==> config.mk <==
export PLATFORM = sky130hd
export DESIGN_NAME = top
export DESIGN_NICKNAME = d
export VERILOG_FILES = /design/src/rtl/top_pkg.sv /design/src/rtl/debounce.sv /design/src/rtl/top.sv
export SDC_FILE = /design/constraint.sdc
export NUM_CORES = 1
export LEC_CHECK = 0
export CAP_MARGIN = 25
export CORE_MARGIN = 2
export CORE_UTILIZATION = 30
export CTS_CLUSTER_SIZE = 25
export DETAILED_ROUTE_END_ITERATION = 8
export MAX_ROUTING_LAYER = met4
export PLACE_DENSITY = 0.45
export SLEW_MARGIN = 30
export SYNTH_ARGS = -nofsm -noshare
export SYNTH_HDL_FRONTEND = slang
export SYNTH_SLANG_ARGS = --single-unit
==> constraint.sdc <==
create_clock -name clk -period 3.9 [get_ports clk]
set_input_delay 0.78 -clock clk [delete_from_list [all_inputs] [get_ports clk]]
set_output_delay 0.78 -clock clk [all_outputs]
set_load 0.005 [all_outputs]
==> src/rtl/top_pkg.sv <==
// Shared defaults and helpers for the LED blinker.
//
// Holds the default clock frequency, blink half-period and debounce window,
// plus a width helper used to size the counters.
package top_pkg;

  // 25 MHz board clock.
  localparam int unsigned CLK_FREQ_HZ_DEF     = 25_000_000;
  // 1 Hz blink: half a second high, half a second low.
  localparam int unsigned HALF_PERIOD_DEF     = 12_500_000;
  // 10 ms stability window.
  localparam int unsigned DEBOUNCE_CYCLES_DEF = 250_000;

  // Bits needed to count 0..n-1, never less than one.
  function automatic int unsigned cnt_width(input int unsigned n);
    return (n <= 2) ? 1 : $clog2(n);
  endfunction

endpackage

==> src/rtl/debounce.sv <==
// Level debouncer for an already-synchronized input.
//
// The output level follows din only after din has differed from it for
// DEBOUNCE_CYCLES consecutive rising edges; any sample equal to the current
// level restarts the count.
//
// Ports:
//   clk   - system clock, rising edge
//   rst_n - synchronous active-low reset
//   din   - synchronized input level
//   dout  - debounced level
module debounce
  import top_pkg::*;
#(
  parameter int unsigned DEBOUNCE_CYCLES = DEBOUNCE_CYCLES_DEF
) (
  input  logic clk,
  input  logic rst_n,
  input  logic din,
  output logic dout
);

  localparam int unsigned    CntW    = cnt_width(DEBOUNCE_CYCLES);
  localparam logic [CntW-1:0] CntLast = CntW'(DEBOUNCE_CYCLES - 1);

  logic            level_q, level_d;
  logic [CntW-1:0] cnt_q, cnt_d;

  always_comb begin
    level_d = level_q;
    cnt_d   = '0;
    if (din != level_q) begin
      if (cnt_q == CntLast) begin
        // This edge is the DEBOUNCE_CYCLES-th consecutive differing sample.
        level_d = din;
        cnt_d   = '0;
      end else begin
        cnt_d = cnt_q + 1'b1;
      end
    end
  end

  always_ff @(posedge clk) begin
    if (!rst_n) begin
      level_q <= 1'b0;
      cnt_q   <= '0;
    end else begin
      level_q <= level_d;
      cnt_q   <= cnt_d;
    end
  end

  assign dout = level_q;

endmodule

==> src/rtl/top.sv <==
// LED blinker with synchronized (and optionally debounced) enable.
//
// Input a passes through a two-flop synchronizer. While the resulting enable
// is high, y blinks with HALF_PERIOD cycles high then HALF_PERIOD cycles low,
// always starting with a full high half-period. While the enable is low,
// y is held low and the blink state is cleared.
//
// Optional feature: define TOP_DEBOUNCE_EN to insert a debounce stage between
// the synchronizer and the blink logic.
//
// Ports:
//   clk   - system clock, rising edge
//   rst_n - synchronous active-low reset
//   a     - asynchronous blink-enable level
//   y     - registered LED drive
module top
  import top_pkg::*;
#(
  parameter int unsigned CLK_FREQ_HZ     = CLK_FREQ_HZ_DEF,
  parameter int unsigned HALF_PERIOD     = HALF_PERIOD_DEF,
  parameter int unsigned DEBOUNCE_CYCLES = DEBOUNCE_CYCLES_DEF
) (
  input  logic clk,
  input  logic rst_n,
  input  logic a,
  output logic y
);

  localparam int unsigned     CntW    = cnt_width(HALF_PERIOD);
  localparam logic [CntW-1:0] CntLast = CntW'(HALF_PERIOD - 1);

  // Reject configurations outside the legal ranges at elaboration.
  if (CLK_FREQ_HZ == 0 || HALF_PERIOD < 2 || DEBOUNCE_CYCLES < 1) begin : g_param_check
    $error("top: illegal parameter value");
  end

  logic            s1_q, s1_d;
  logic            s2_q, s2_d;
  logic            en;
  logic [CntW-1:0] cnt_q, cnt_d;
  logic            phase_q, phase_d;
  logic            y_q, y_d;

`ifdef TOP_DEBOUNCE_EN
  debounce #(
    .DEBOUNCE_CYCLES(DEBOUNCE_CYCLES)
  ) u_debounce (
    .clk  (clk),
    .rst_n(rst_n),
    .din  (s2_q),
    .dout (en)
  );
`else
  assign en = s2_q;
`endif

  always_comb begin
    s1_d    = a;
    s2_d    = s1_q;
    cnt_d   = '0;
    phase_d = 1'b1;
    // y reflects the phase seen this cycle, so it rises on the first enabled edge.
    y_d     = en & phase_q;
    if (en) begin
      phase_d = phase_q;
      if (cnt_q == CntLast) begin
        cnt_d   = '0;
        phase_d = ~phase_q;
      end else begin
        cnt_d = cnt_q + 1'b1;
      end
    end
  end

  always_ff @(posedge clk) begin
    if (!rst_n) begin
      s1_q    <= 1'b0;
      s2_q    <= 1'b0;
      cnt_q   <= '0;
      phase_q <= 1'b1;
      y_q     <= 1'b0;
    end else begin
      s1_q    <= s1_d;
      s2_q    <= s2_d;
      cnt_q   <= cnt_d;
      phase_q <= phase_d;
      y_q     <= y_d;
    end
  end

  assign y = y_q;

endmodule

==> run metrics <==
sequential cell area fraction in the yosys report 0.439; CTS root buf clkbuf_8; # H-tree levels 1; first-pass GRT wire length between 4000 and 5000 um; crit start category flip-flop; Num CTS Buffers 3; number of warning messages in the yosys log 0; min cycle time layout between 2 and 2.5 ns; Final nets between 150 and 200; final wirelength ~2500 um; top area cells in the synthesized netlist dfxtp_1 44%, xnor2_1 6.2%, nor2_1 5.3%; Clk Latency, worst-skew pair between 0.2 and 0.3 ns; clk buf depth 2; Placed Cells about 200; I/O pin cnt 4; diode count 0; Site Rows 23; Yosys top cell area share 0.439; Core Util, Final 0.349; Post-Syn Area about 0.0013 mm^2; routed len/inst about 13 um; crit share post-route 0.584; count of final setup violators 0; worst relative slew slack 0.566; area leader, netlist dfxtp_1; vias per inst 5.24; final setup TNS 0 ns; antenna violations before repair 0; Post-DP HPWL ~1800 um; area of the core between 0.004 and 0.005 mm^2; ANT nets after route 0; Cell Count, Final, Fillers Out 200; layout cell share with drive strength beyond 1 0.0467; full die area approximately 0.0048 mm^2; Die X-Extent slightly below 70 um; skew final 0.00839 ns; RSZ-0062 raised after global routing false; CP Data Arrival Time 2.41 ns; CP top delay family simple AND/OR/NAND/NOR gates; Top FF cell, synth dfxtp_1; most frequent cell after synthesis dfxtp_1; crit path cell chain ha_1, nand4_2, or4b_4, o211ai_4, nor2_1; Fin. Hold Viols 0; Worst-path clk slew approximately 0.1 ns; largest net degree at the start of global routing 25; CP Data Required Time slightly above 4 ns; Seq cells post-synth 28; Max Cap Viol 0; f_max roughly 440 MHz; Die H a little under 70 um; residual DRC count 0; Lkg Pwr roughly 0.0004 uW; Post-synth EDFFs 0; Crit path largest cell delay a little over 0.6 ns; Pwr per Cell Area about 370 mW/mm^2; area grow syn2layout 11.1%; CTS tree done; Fill cells about 430; syn nets between 100 and 150; Post-CTS Setup Bufs 0; Max Slew Vio Count 0; Async SR Flop Fraction 0; Max FO, Critical Path 24; Min-Delay Path Class flip-flop to flip-flop; initial core utilization 0.315; GPL Wtd Cong 0.706; Vias approximately 1000; grt total ovfl 0; overall routing resource usage 0.119; vias in the first global route 985; DR pass1 iterations 4; Critical Path Slowest Stage Cell or4b_4; DRT iter0 DRCs 36; Hold-fix buffers, CTS 0; post-synth cell types 27; post-CTS sizing 0; Peak VDD IR 0.326 mV; CP Buf/Inv Count 0; CP endpoint kind flip-flop; clock sinks 28; PortBufs 3; most frequent cells after synthesis 28 x dfxtp_1, 18 x nor2_1, 11 x nand2_1, 10 x a21oi_1, 10 x nand3_1; Setup CP Type flip-flop to flip-flop; slew of the pin with the lowest slew margin around 0.65 ns; Post-Syn Instances around 150; status finished clean; Avg Inst Size Synth 8.80 um^2
flip-flops by register name, summed over array words and instances (netlist names):
register	count
cnt_q	24
s1_q	1
phase_q	1
y	1
en	1
routing by layer:
| metal | up-vias | part of all wire | GRT usage |
|---|---|---|---|
| li1 | 538 | - | - |
| met1 | 495 | 0.48 | 0.144 |
| met3 | 2 | 0.027 | 0.0349 |
| met5 | - | 0 | - |
| met2 | 12 | 0.48 | 0.197 |
| met4 | 0 | 0.0095 | 0.0261 |
power by group:
| part | internal, uW | switching [uW] |
|---|---|---|
| Combinational | 3.39 | 3.35 |
| Clock | 137 | 87.2 |
| Sequential | 287 | 1.01 |
| Total | 428 | 91.6 |
kinds of logic after synthesis:
logic type | after synthesis | share of synthesized area
AO/OA/AOI/OAI | 21 | 0.0990
XOR/XNOR | 12 | 0.0824
adder cells (fa/ha/maj) | 1 | 0.00980
buffers and inverters | 7 | 0.0324
flip-flops | 28 | 0.439
AND/OR/NAND/NOR | 76 | 0.337
worst paths after layout:
kind,start,end,slack [ns],cells after the start
hold reg to reg,s1_q$_SDFF_PN0_,en$_SDFF_PN0_,0.45,1
hold / removal,s1_q$_SDFF_PN0_,en$_SDFF_PN0_,0.45,1
setup / recovery,cnt_q[0]$_SDFF_PP0_,cnt_q[2]$_SDFF_PP0_,1.62,5
setup reg to reg,cnt_q[0]$_SDFF_PP0_,cnt_q[2]$_SDFF_PP0_,1.62,5
layout make-up:
class                           instances  area [um^2]  area share
Inverter                                5         18.8      0.0132
Clock buffer                            3         41.3      0.0291
Sequential cell                        28          561       0.395
Timing Repair Buffer                    3         30.0      0.0212
Multi-Input combinational cell        110          674       0.476
Tap cell                               50         62.6      0.0441
Clock inverter                          1         30.0      0.0212
layout by cell type (no fill, tap or decap), types with 3 or more instances in the layout:
cell | synthesis | layout
and4_1 | 3 | 3
or4_1 | 3 | 3
or3_1 | 5 | 5
nand4_1 | 6 | 6
nor2_1 | 18 | 18
nand4b_1 | 3 | 3
and2_1 | 4 | 4
o21ai_0 | 8 | 8
nand2_1 | 11 | 11
nand3_1 | 10 | 10
clkbuf_8 | 0 | 3
nor4_1 | 3 | 3
xor2_1 | 3 | 3
a21oi_1 | 10 | 10
xnor2_1 | 9 | 9
dfxtp_1 | 28 | 28
clkdlybuf4s50_1 | 0 | 3
inv_1 | 5 | 5
per-stage QoR:
stage | total power [uW] | hold WS [ns] | setup WS, ns | cell area [um^2]
2_1_floorplan | 299 | 0.412 | 1.99 | 1280
6_report | 519 | 0.452 | 1.62 | 1420
3_3_place_gp | 302 | 0.425 | 1.63 | 1350
4_1_cts | 529 | 0.459 | 1.59 | 1420
5_1_grt | 546 | 0.476 | 1.38 | 1420
3_5_place_dp | 302 | 0.433 | 1.61 | 1350
Power figures use the tool's default switching activity.
